--- src/rtl/fpu_unpacker16_pkg.sv ---
// Shared types and constants for the half-precision operand front end.
package fpu_unpacker16_pkg;

  localparam int FP16_BIAS        = 15;
  localparam logic [4:0] FP16_EXP_MAX = 5'd31;
  localparam int FP16_UNPACK_EXPW = 6;
  localparam int FP16_SIGW        = 11;

  // Operand classes as seen by the add/sub and multiply datapaths.
  typedef enum logic [2:0] {
    CLS_ZERO   = 3'd0,
    CLS_DENORM = 3'd1,
    CLS_NORMAL = 3'd2,
    CLS_INF    = 3'd3,
    CLS_QNAN   = 3'd4,
    CLS_SNAN   = 3'd5
  } fpClass16_t;

  // Unpacked operand: unbiased two's complement exponent, explicit leading bit.
  typedef struct packed {
    logic                                sign;
    logic signed [FP16_UNPACK_EXPW-1:0]  exp;
    logic        [FP16_SIGW-1:0]         sig;
  } unpacked16_t;

  // Unpacker control states.
  typedef enum logic [1:0] {
    ST_IDLE = 2'd0,
    ST_NORM = 2'd1,
    ST_HOLD = 2'd2
  } unpState_t;

endpackage

--- src/rtl/fpu_lzc_window16.sv ---
// Leading-zero count of an 11-bit vector, clamped to a per-cycle shift window.
module fpu_lzc_window16 #(
  parameter int SHIFT_PER_CYCLE = 1
) (
  input  logic [10:0] vec,
  output logic [3:0]  shiftAmt
);

  localparam logic [3:0] WINDOW = 4'(SHIFT_PER_CYCLE);

  logic [3:0] lzCount;

  // Highest set bit wins because later iterations overwrite; all-zero gives 11.
  always_comb begin
    lzCount = 4'd11;
    for (int i = 0; i <= 10; i++) begin
      if (vec[i]) lzCount = 4'(10 - i);
    end
    shiftAmt = (lzCount > WINDOW) ? WINDOW : lzCount;
  end

endmodule

--- src/rtl/fpu_unpacker16.sv ---
// Half-precision operand unpacker: classify, restore hidden bit, unbias the
// exponent, and pre-normalize denormals with a multi-cycle left shifter.
//
// Handshake: a transfer happens on a rising clk edge where valid && ready.
// in_ready is high in IDLE, or in HOLD when the held result leaves this same
// cycle; it is low throughout NORM. out_valid is high exactly in HOLD, and
// every out_* stays stable while out_valid && !out_ready.
module fpu_unpacker16
  import fpu_unpacker16_pkg::*;
#(
  parameter int SHIFT_PER_CYCLE = 1
) (
  input  logic               clk,
  input  logic               rst_n,
  input  logic               in_valid,
  output logic               in_ready,
  input  logic [15:0]        in_data,
  output logic               out_valid,
  input  logic               out_ready,
  output logic               out_sign,
  output logic signed [5:0]  out_exp,
  output logic [10:0]        out_sig,
  output logic [2:0]         out_class,
  output logic [3:0]         out_lzc,
  output logic [1:0]         dbgState
);

  unpState_t   state, stateNext;
  unpacked16_t resReg, inRes;
  fpClass16_t  clsReg, inCls;
  logic [3:0]  lzcReg;
  logic [3:0]  shiftAmt;
  logic [10:0] shiftedSig;
  logic [4:0]  inExp;
  logic [9:0]  inFrac;
  logic        acceptIn;

  assign inExp      = in_data[14:10];
  assign inFrac     = in_data[9:0];
  assign acceptIn   = in_valid && in_ready;
  assign shiftedSig = resReg.sig << shiftAmt;

  fpu_lzc_window16 #(.SHIFT_PER_CYCLE(SHIFT_PER_CYCLE)) uLzc (
    .vec     (resReg.sig),
    .shiftAmt(shiftAmt)
  );

  // Classify the incoming operand and build its unpacked form.
  always_comb begin
    inRes.sign = in_data[15];
    inRes.exp  = '0;
    inRes.sig  = '0;
    inCls      = CLS_ZERO;
    if (inExp == 5'd0) begin
      if (inFrac != 10'd0) begin
        inCls     = CLS_DENORM;
        inRes.exp = -6'sd14;
        inRes.sig = {1'b0, inFrac};
      end
    end else if (inExp == FP16_EXP_MAX) begin
      if (inFrac == 10'd0) begin
        inCls = CLS_INF;
      end else begin
        inCls     = inFrac[9] ? CLS_QNAN : CLS_SNAN;
        inRes.sig = {1'b1, inFrac};
      end
    end else begin
      inCls     = CLS_NORMAL;
      inRes.exp = $signed({1'b0, inExp}) - $signed(6'(FP16_BIAS));
      inRes.sig = {1'b1, inFrac};
    end
  end

  // Control state register.
  always_ff @(posedge clk or negedge rst_n) begin
    if (!rst_n) state <= ST_IDLE;
    else        state <= stateNext;
  end

  // Next state and handshake outputs.
  always_comb begin
    stateNext = state;
    in_ready  = 1'b0;
    out_valid = 1'b0;
    case (state)
      ST_IDLE: begin
        in_ready = 1'b1;
        if (acceptIn) stateNext = (inCls == CLS_DENORM) ? ST_NORM : ST_HOLD;
      end
      ST_NORM: begin
        if (shiftedSig[10]) stateNext = ST_HOLD;
      end
      ST_HOLD: begin
        out_valid = 1'b1;
        in_ready  = out_ready;
        if (acceptIn)       stateNext = (inCls == CLS_DENORM) ? ST_NORM : ST_HOLD;
        else if (out_ready) stateNext = ST_IDLE;
      end
      default: stateNext = ST_IDLE;
    endcase
  end

  // Result registers: load on acceptance, shift left while normalizing.
  always_ff @(posedge clk or negedge rst_n) begin
    if (!rst_n) begin
      resReg <= '0;
      clsReg <= CLS_ZERO;
      lzcReg <= '0;
    end else if (acceptIn) begin
      resReg <= inRes;
      clsReg <= inCls;
      lzcReg <= '0;
    end else if (state == ST_NORM) begin
      resReg.sig <= shiftedSig;
      resReg.exp <= resReg.exp - $signed({2'b00, shiftAmt});
      lzcReg     <= lzcReg + shiftAmt;
    end
  end

  assign out_sign  = resReg.sign;
  assign out_exp   = resReg.exp;
  assign out_sig   = resReg.sig;
  assign out_class = clsReg;
  assign out_lzc   = lzcReg;
  assign dbgState  = state;

endmodule

--- config.mk ---
export PLATFORM = sky130hd
export DESIGN_NAME = fpu_unpacker16
export DESIGN_NICKNAME = d
export VERILOG_FILES = /design/src/rtl/fpu_unpacker16_pkg.sv /design/src/rtl/fpu_lzc_window16.sv /design/src/rtl/fpu_unpacker16.sv
export SDC_FILE = /design/constraint.sdc
export NUM_CORES = 1
export LEC_CHECK = 0
export ABC_CLOCK_PERIOD_IN_PS = 6150
export BUFFER_PORTS_ARGS = -buffer_cell sky130_fd_sc_hd__buf_2
export CAP_MARGIN = 10
export CORE_UTILIZATION = 35
export CTS_CLUSTER_DIAMETER = 40
export CTS_CLUSTER_SIZE = 30
export DETAILED_ROUTE_END_ITERATION = 8
export PLACE_DENSITY = 0.65
export SETUP_SLACK_MARGIN = 0.05
export SYNTH_ARGS = -nofsm -noshare
export SYNTH_HDL_FRONTEND = slang
export SYNTH_SLANG_ARGS = --single-unit
export TNS_END_PERCENT = 1
--- constraint.sdc ---
create_clock -name clk -period 6.15 [get_ports clk]
set_input_delay 0.3075 -clock clk [delete_from_list [all_inputs] [get_ports clk]]
set_output_delay 0.3075 -clock clk [all_outputs]
set_load 0.01 [all_outputs]
=== Word level (Yosys, flattened, before mapping) ===
Cells that the tools add are included.
W data, S select, Z words.

* Output and inout bits: 29
* Bits of input ports: 20
* Logic and storage cells: 59
* ROM bits: 0
* Latch bits: 0
* RAM bits: 0
* Memories kept: 0
* Register bits after elaboration: 27

* Bitwise logic cells: 0
* Multiply operators: 0
* Div/mod/pow operators: 0
* Muxes and demuxes: 34
* $lt $le $gt $ge: 1
* Shifts and indexed selects: 1
* Eq/ne operators: 7
* Reduce and logical (&&, ||, !) cells: 7
* Add/subtract/negate cells: 3

{| class="wikitable"
|+ Operators by type and width
! kind !! count
|-
| $mux W17 || 4
|-
| $mux W4 || 11
|-
| $mux W11 || 2
|-
| $mux W2 || 7
|-
| $shl A11 B4 Y11 || 1
|-
| $logic_not A10 Y1 || 1
|-
| $reduce_bool A10 Y1 || 1
|-
| $mux W3 || 3
|-
| $mux W6 || 1
|-
| $pmux W2 S3 || 1
|-
| $sub A5 B4 Y6 const B || 1
|-
| $sub A6 B5 Y6 || 1
|-
| $eq A5 B5 Y1 const B || 1
|-
| $logic_not A5 Y1 || 1
|-
| $add A4 B4 Y4 || 1
|-
| $gt A4 B1 Y1 const B || 1
|-
| $mux W1 || 4
|-
| $ne A2 B2 Y1 const B || 2
|-
| $eq A3 B1 Y1 const B || 1
|-
| $ne A3 B3 Y1 const B || 1
|-
| $reduce_and A3 Y1 || 1
|-
| $eq A2 B1 Y1 const B || 1
|-
| $eq A2 B2 Y1 const B || 1
|-
| $logic_not A2 Y1 || 1
|-
| other kinds (3) || 3
|}

=== Depth between registers and ports, before layout ===
Gate-level depths: netlist of run 1.

* Word-level depth: 16
* Depth in mapped cells: 8

=== By module ===
A second synthesis of run 1 with hierarchy kept.

* Cells, all modules: 229
* Area total of the unflattened synthesis: 2144.6 sq um

{| class="wikitable"
|+ Modules (own cells, without submodules)
! module !! area each (sq um) !! instances !! cells an instance
|-
| fpu_unpacker16 || 2114.5 || 1 || 224
|-
| fpu_lzc_window16 || 30.0 || 1 || 5
|}

=== Least setup slack after synthesis of run 1 ===
OpenSTA, ideal clock, no wires.

* Path type: register -> register
* Start: register resReg, in the netlist out_sig[10]
* End: register resReg, in the netlist out_exp[4]
* Arrival time: 1.940 ns
* Path slack: 4.081 ns
* Stages on the path, launching flop included: 9
* Library setup time: 0.129 ns
* Buffers on the path: 1
* Period minus slack after synthesis: 2.069 ns
* Path through: dfrtp_1 -> clkbuf_1 -> inv_1 -> ha_1 -> fa_1 -> nor2b_1 -> o21ai_0 -> a211oi_1 -> nor3_2

* Longest elaborated chain between the ends: 6

{| class="wikitable"
|+ Ends and longest elaborated chain
! what !! line !! text
|-
| start, declared || fpu_unpacker16.sv:29 || <nowiki>unpacked16_t resReg, inRes;</nowiki>
|-
| start signal, assigned || fpu_unpacker16.sv:110 || <nowiki>resReg <= inRes;</nowiki>
|-
| $mux W4 * || fpu_lzc_window16.sv:17 || <nowiki>if (vec[i]) lzCount = 4'(10 - i);</nowiki>
|-
| $gt A4 B1 Y1 || fpu_lzc_window16.sv:19 || <nowiki>shiftAmt = (lzCount > WINDOW) ? WINDOW : lzCount;</nowiki>
|-
| $mux W4 * || fpu_lzc_window16.sv:19 ||
|-
| $sub A6 B5 Y6 * || fpu_unpacker16.sv:115 || <nowiki>resReg.exp <= resReg.exp - $signed({2'b00, shiftAmt});</nowiki>
|-
| $mux W17 * || fpu_unpacker16.sv:113 || <nowiki>end else if (state == ST_NORM) begin</nowiki>
|-
| $mux W17 * || fpu_unpacker16.sv:109 || <nowiki>end else if (acceptIn) begin</nowiki>
|}

Every way passes the cells marked *; elsewhere a longest branch is shown, timed or not. The select of a mux whose other input is x is not followed.
A chain may end at the register's enable or synchronous reset.

=== Worst setup path in the final report of run 1 ===
* Start: register state[1] (netlist: dbgState[1])
* End: register resReg, in the netlist out_exp[5]

* Longest elaborated chain between the ends: 4
* Elaborated cells between the ends (all ways): 7
* Those cells by class: 2 x eq/ne; 2 x mux; 3 x reduce/logical

{| class="wikitable"
|+ Ends and longest elaborated chain
! what !! line !! text
|-
| start, declared || fpu_unpacker16.sv:28 || <nowiki>unpState_t state, stateNext;</nowiki>
|-
| start signal, assigned || fpu_unpacker16.sv:77 || <nowiki>else state <= stateNext;</nowiki>
|-
| $eq A2 B2 Y1 / $logic_not A2 Y1 (equally long branches) || fpu_unpacker16.sv:85 || <nowiki>case (state)</nowiki>
|-
| $pmux W1 S2 || fpu_unpacker16.sv:85 ||
|-
| $logic_and A1 B1 Y1 || fpu_unpacker16.sv:40 || <nowiki>assign acceptIn = in_valid && in_ready;</nowiki>
|-
| $mux W17 / $reduce_bool A2 Y1 (equally long branches) || - ||
|}

Several ways; a longest one is shown, not always the timed one.

==> results of run 1 <==
[how the worst max path moves through the flow]
stage	startpoint	end	slack, ns	cells after the start
after floorplan	out_sig[10]$_DFFE_PN0P_	out_exp[4]$_DFFE_PN0P_	4.08	8
after global placement	out_sig[10]$_DFFE_PN0P_	out_exp[4]$_DFFE_PN0P_	4.13	7
after detailed placement	dbgState[1]$_DFFE_PN0P_	out_exp[5]$_DFFE_PN0P_	4.03	4
after CTS	out_sig[10]$_DFFE_PN0P_	out_exp[4]$_DFFE_PN0P_	4.01	7
after global routing	out_sig[10]$_DFFE_PN0P_	out_exp[4]$_DFFE_PN0P_	3.76	7
final	dbgState[1]$_DFFE_PN0P_	out_exp[5]$_DFFE_PN0P_	4.00	4
[stage by stage]
step,total power [mW],cell area [µm²]
finish,0.439,1980
global route,0.468,1980
CTS,0.443,1980
detailed placement,0.342,1940
global placement,0.341,1940
floorplan,0.292,1680
[layout by cell type (no fill, tap or decap), types with 4 or more instances in the layout]
cell / instances
buf_2: 48
dfrtp_1: 27
o21ai_0: 16
nor2_1: 12
inv_1: 10
ha_1: 9
o32a_1: 8
o21a_1: 8
nand2_1: 8
conb_1: 7
a21oi_1: 6
nor2b_1: 5
nand3_1: 5
nor3_1: 4
a31oi_1: 4
[layer usage]
| metal | GRT usage | vias to the layer above | share of wire |
|---|---|---|---|
| met5 | 0 | - | 0 |
| met4 | 0.0378 | 0 | 0.0068 |
| met3 | 0.0342 | 2 | 0.032 |
| met2 | 0.256 | 27 | 0.46 |
| met1 | 0.250 | 682 | 0.50 |
| li1 | - | 728 | - |
[cell families after synthesis]
kind of cell | share of synthesized area
AOI/OAI and AO/OA | 0.245
and+or+nand+nor | 0.174
DFF | 0.408
buffers and inverters | 0.0498
adders and majority gates | 0.0921
xor gates and xnor gates | 0.0211
other | 0.00453
muxes | 0.00679
[worst max-delay path, cell delays in order, from the launching register on]
cell and delay, ns:
dfrtp_1 0.43, nand2b_1 0.63, or3_1 0.55, or3_1 0.31, a31oi_1 0.16
[flip-flops by register name (all words and copies together), names as in the netlist]
name       count
out_lzc        4
out_exp        6
out_sign       1
out_class      3
out_sig       11
dbgState       2
[report_power, final]
group          total [mW]  internal [mW]  switching [mW]
combinational       0.119         0.0526          0.0666
sequential          0.219          0.198          0.0207
clock               0.101         0.0454          0.0560
[cell type report]
class / instances / area (µm²)
clock inverter: 1 / 5.00
inverter: 10 / 37.5
multi-input combinational: 131 / 918
fill: 456 / 2460
timing repair buffer: 48 / 240
sequential: 27 / 676
tap: 52 / 65.1
clock buffer: 3 / 41.3
==> results.toml, run 1 <==
[run_status]
status = "completed"

[timing]
fmax_mhz = 466
post-route-min-period_ns = 2.15
slew_violations = 0
clock_skew_ns = 0.00765
setup_viol = 0
relSlewSlack = 0.320
rsz0062_at_grt = "false"
worstMarginPinSlew_ns = 1.02
layout_setup_ws_ns = 4.00
finalHoldViolations = 0
tns_ns = 0
hold-worst-slack_ns = 0.0337
post-route-period-util = 0.349

[floorplan]
start_util = 0.373
ios = 49
die_height_um = 70.8
coreArea_um2 = 4440
fp.dieW_um = 70.8
row_count = 24
die-area_um2 = 5020

[critical_path]
worst_r2r_startpoint = "dbgState[1]$_DFFE_PN0P_"
crit_required_ns = 6.34
r2r_slack_ns = 4.00
end_kind = "flop"
r2r_end = "out_exp[5]$_DFFE_PN0P_"
crit_fanout = 27
path_class = "reg -> reg"
crit_arrival_ns = 2.34
r2r_cells = 4
startpoint_type = "flop"

[route]
via_per_inst = 5.29
route.detailed.drc = 0
num_vias = 1439
antenna_left = 0
routed_wl_mm = 3.95
routedWlPerCell_um = 14.5
drt_iter0_drc = 85
dr.pass1.iters = 6

[power]
ir_drop_uv = 109
p_per_area_nw_per_um2 = 222
total_leakage_power_nw = 0.905

[layout]
layout.cells.non_filler = 272
n_antenna_cell = 0
drive_above_1_share = 0.264
fin_util = 0.446
nets = 252
area_growth_pct = 19.6

[logic_synthesis]
seq_area_frac_synth = 0.408
ys_types = 44
synthArstFlopShare = 1.00
synth_top_area_cell = "dfrtp_1"
synth.area.top_cells = "dfrtp_1 (41%), ha_1 (6.8%), o21ai_0 (4.8%), o32a_1 (4.8%), o21a_1 (3.6%)"
yosysTopAreaCellShare = 0.408
ys_ff_latch = 27
synth_most_common_cell = "dfrtp_1"
synth_ff_type = "dfrtp_1"
avgSynthCellArea_um2 = 9.64
ys_warn_count = 0
synthTopCellsByCount = "dfrtp_1 (27), o21ai_0 (16), nor2_1 (12)"
syn_area_um2 = 1660
synth-edff-count = 0
syn-instance-count = 172

[global_routing]
grt_max_degree = 28
grt_pass1_wl_mm = 6.78
grtUsageTotal = 0.169
grt_pass1_vias = 1390
overflow = 0
antenna_found_initial = 0

[clock_network]
cts_buffers = 3
cts_tree = "yes"
postCtsSetupRepairBufs = 0
cts_resized = 0
clkLatencyLatePin_ns = 0.27
htree_levels = 1
clkSinkCount = 27
path_clk_slew_ns = 0.10
root_buffer = "clkbuf_8"
clk_path_buf_depth = 2
cts_hold_buf = 0

[placement]
detailed_place_hpwl_mm = 2.96
place_ws_ns = 4.03
portBuffers = 48
post-place-cells = 268
gp_congestion = 0.781

[job]
max_cap_violations = 0

[min_path]
hold_path.class = "in -> async"
(Power assumes the default switching activity.)
==> inputs of run 2 (changes only) <==
- ABC_CLOCK_PERIOD_IN_PS: 6150 -> 2240
- clock period: 6.15 -> 2.24 ns (I/O delays scaled with it)
==> run 2 against run 1 <==
- design area grew 2.4%
- sequential share of layout area fell by 0.80 points
- register-to-register slack got worse by 3.6 ns
- total power increased to 2.8 times the previous value
- combinational power grew to 2.9 times the previous value
- critical path depth grew 3
- routed wire length up 1.2%
- flip-flop and latch count unchanged
- first-iteration DRC count increased by 5.9%
==> results.toml, run 2 (synthesized netlist as in run 1, its figures left out) <==
[timing]
tns_ns = 0
fmax_mhz = 560
finalHoldViolations = 0
slew_violations = 0
layout_setup_ws_ns = 0.454
rsz0062_at_grt = "false"
relSlewSlack = 0.572
post-route-period-util = 0.797
post-route-min-period_ns = 1.79
worstMarginPinSlew_ns = 0.637
clock_skew_ns = 0.00631
setup_viol = 0

[floorplan]
ios = 49
start_util = 0.373
die-area_um2 = 5020
row_count = 24
coreArea_um2 = 4440
fp.dieW_um = 70.8
die_height_um = 70.8

[placement]
portBuffers = 48
detailed_place_hpwl_mm = 3.01
place_area_um2 = 1970
gp_congestion = 0.830
post-place-cells = 273
place_ws_ns = 0.472

[global_routing]
overflow = 0
grtUsageTotal = 0.171
antenna_found_initial = 0
grt_max_degree = 28
grt_pass1_vias = 1407
grt_pass1_wl_mm = 6.76

[min_path]
worstHoldPathCells = 3
min_to = "out_sign$_DFFE_PN0P_"
hp-start = "in_data[15]"
hold_path.class = "in -> reg"

[power]
ir_drop_uv = 264
total_leakage_power_nw = 0.932
p_per_area_nw_per_um2 = 604

[route]
num_vias = 1478
routedWlPerCell_um = 14.4
route.detailed.drc = 0
via_per_inst = 5.32
drt_iter0_drc = 90
dr.pass1.iters = 6
routed_wl_mm = 4.00
antenna_left = 0

[layout]
final_cell_mix = "buf_2 (48), dfrtp_1 (27), o21ai_0 (16), nor2_1 (12), inv_1 (10)"
largest_reg_flops = 11
design_area_um2 = 2030
layout.cells.non_filler = 278
drive_above_1_share = 0.279
final_common_cell = "buf_2"
nets = 258
n_antenna_cell = 0
area_growth_pct = 22.5
fill_cells = 445

[critical_path]
end_kind = "flop"
r2r_end = "out_exp[4]$_DFFE_PN0P_"
crit_required_ns = 2.41
r2r_cells = 7
path_class = "reg -> reg"
startpoint_type = "flop"
worst_r2r_startpoint = "out_exp[0]$_DFFE_PN0P_"
crit_arrival_ns = 1.95
crit_fanout = 3
r2r_slack_ns = 0.45

[clock_network]
clkLatencyLatePin_ns = 0.28
cts_hold_buf = 1
cts_tree = "yes"
cts_resized = 0
postCtsSetupRepairBufs = 0
path_clk_slew_ns = 0.10
clk_path_buf_depth = 2
htree_levels = 1
clkSinkCount = 27
root_buffer = "clkbuf_8"
cts_buffers = 3

[job]
max_cap_violations = 0

[run_status]
status = "completed"
## run 2: cell count changes in the layout (fill, tap and decap cells not counted), sizes merged
cell,change
buf,+5
dlygate4sd3,+1
## run 2: worst max path at each step
stage                                       start                      to  slack (ns)  depth (start not counted)
after floorplan           out_sig[10]$_DFFE_PN0P_  out_exp[4]$_DFFE_PN0P_        0.17                          8
after global placement     out_exp[0]$_DFFE_PN0P_  out_exp[4]$_DFFE_PN0P_        0.56                          7
after detailed placement   out_exp[0]$_DFFE_PN0P_  out_exp[4]$_DFFE_PN0P_        0.47                          7
after CTS                  out_exp[0]$_DFFE_PN0P_  out_exp[4]$_DFFE_PN0P_        0.46                          7
after global routing       out_exp[0]$_DFFE_PN0P_  out_exp[4]$_DFFE_PN0P_        0.34                          7
final                      out_exp[0]$_DFFE_PN0P_  out_exp[4]$_DFFE_PN0P_        0.45                          7
## run 2: area by class of cell
cell class / instances / area, µm² / share of cell area
Clock buffer: 3 / 41.3 / 0.0203
Clock inverter: 1 / 5.00 / 0.00246
Inverter: 10 / 37.5 / 0.0185
Multi-Input combinational cell: 131 / 918 / 0.452
Sequential cell: 27 / 676 / 0.333
Tap cell: 52 / 65.1 / 0.0320
Timing Repair Buffer: 54 / 288 / 0.142
## run 2: worst max-delay path: stages (launching register included)
cell and delay (ns):
dfrtp_1 0.38, inv_1 0.05, ha_1 0.22, fa_1 0.39, nor2b_1 0.15, o21ai_0 0.12
a211oi_1 0.29, nor3_2 0.08
## run 2: per-layer routing
metal | wire, µm | up-vias | global-route usage
li1 | - | 733 | -
met1 | 1990 | 715 | 0.244
met2 | 1860 | 26 | 0.269
met3 | 103 | 4 | 0.0214
met4 | 46 | 0 | 0.0600
met5 | 0 | - | 0
## run 2: stage by stage
step	total power [mW]	utilization	hold slack, ns
6_report	1.23	0.457	0.0191
2_1_floorplan	0.801	-	-0.184
5_1_grt	1.31	0.457	0.0357
3_5_place_dp	0.949	0.444	0.170
3_3_place_gp	0.944	0.444	0.168
4_1_cts	1.23	0.457	0.0212
## run 2: power by group
part | leakage, nW | switching, mW | internal (mW) | total, mW
clock | 0.0255 | 0.163 | 0.125 | 0.288
combinational | 0.580 | 0.197 | 0.153 | 0.349
sequential | 0.326 | 0.0456 | 0.544 | 0.589
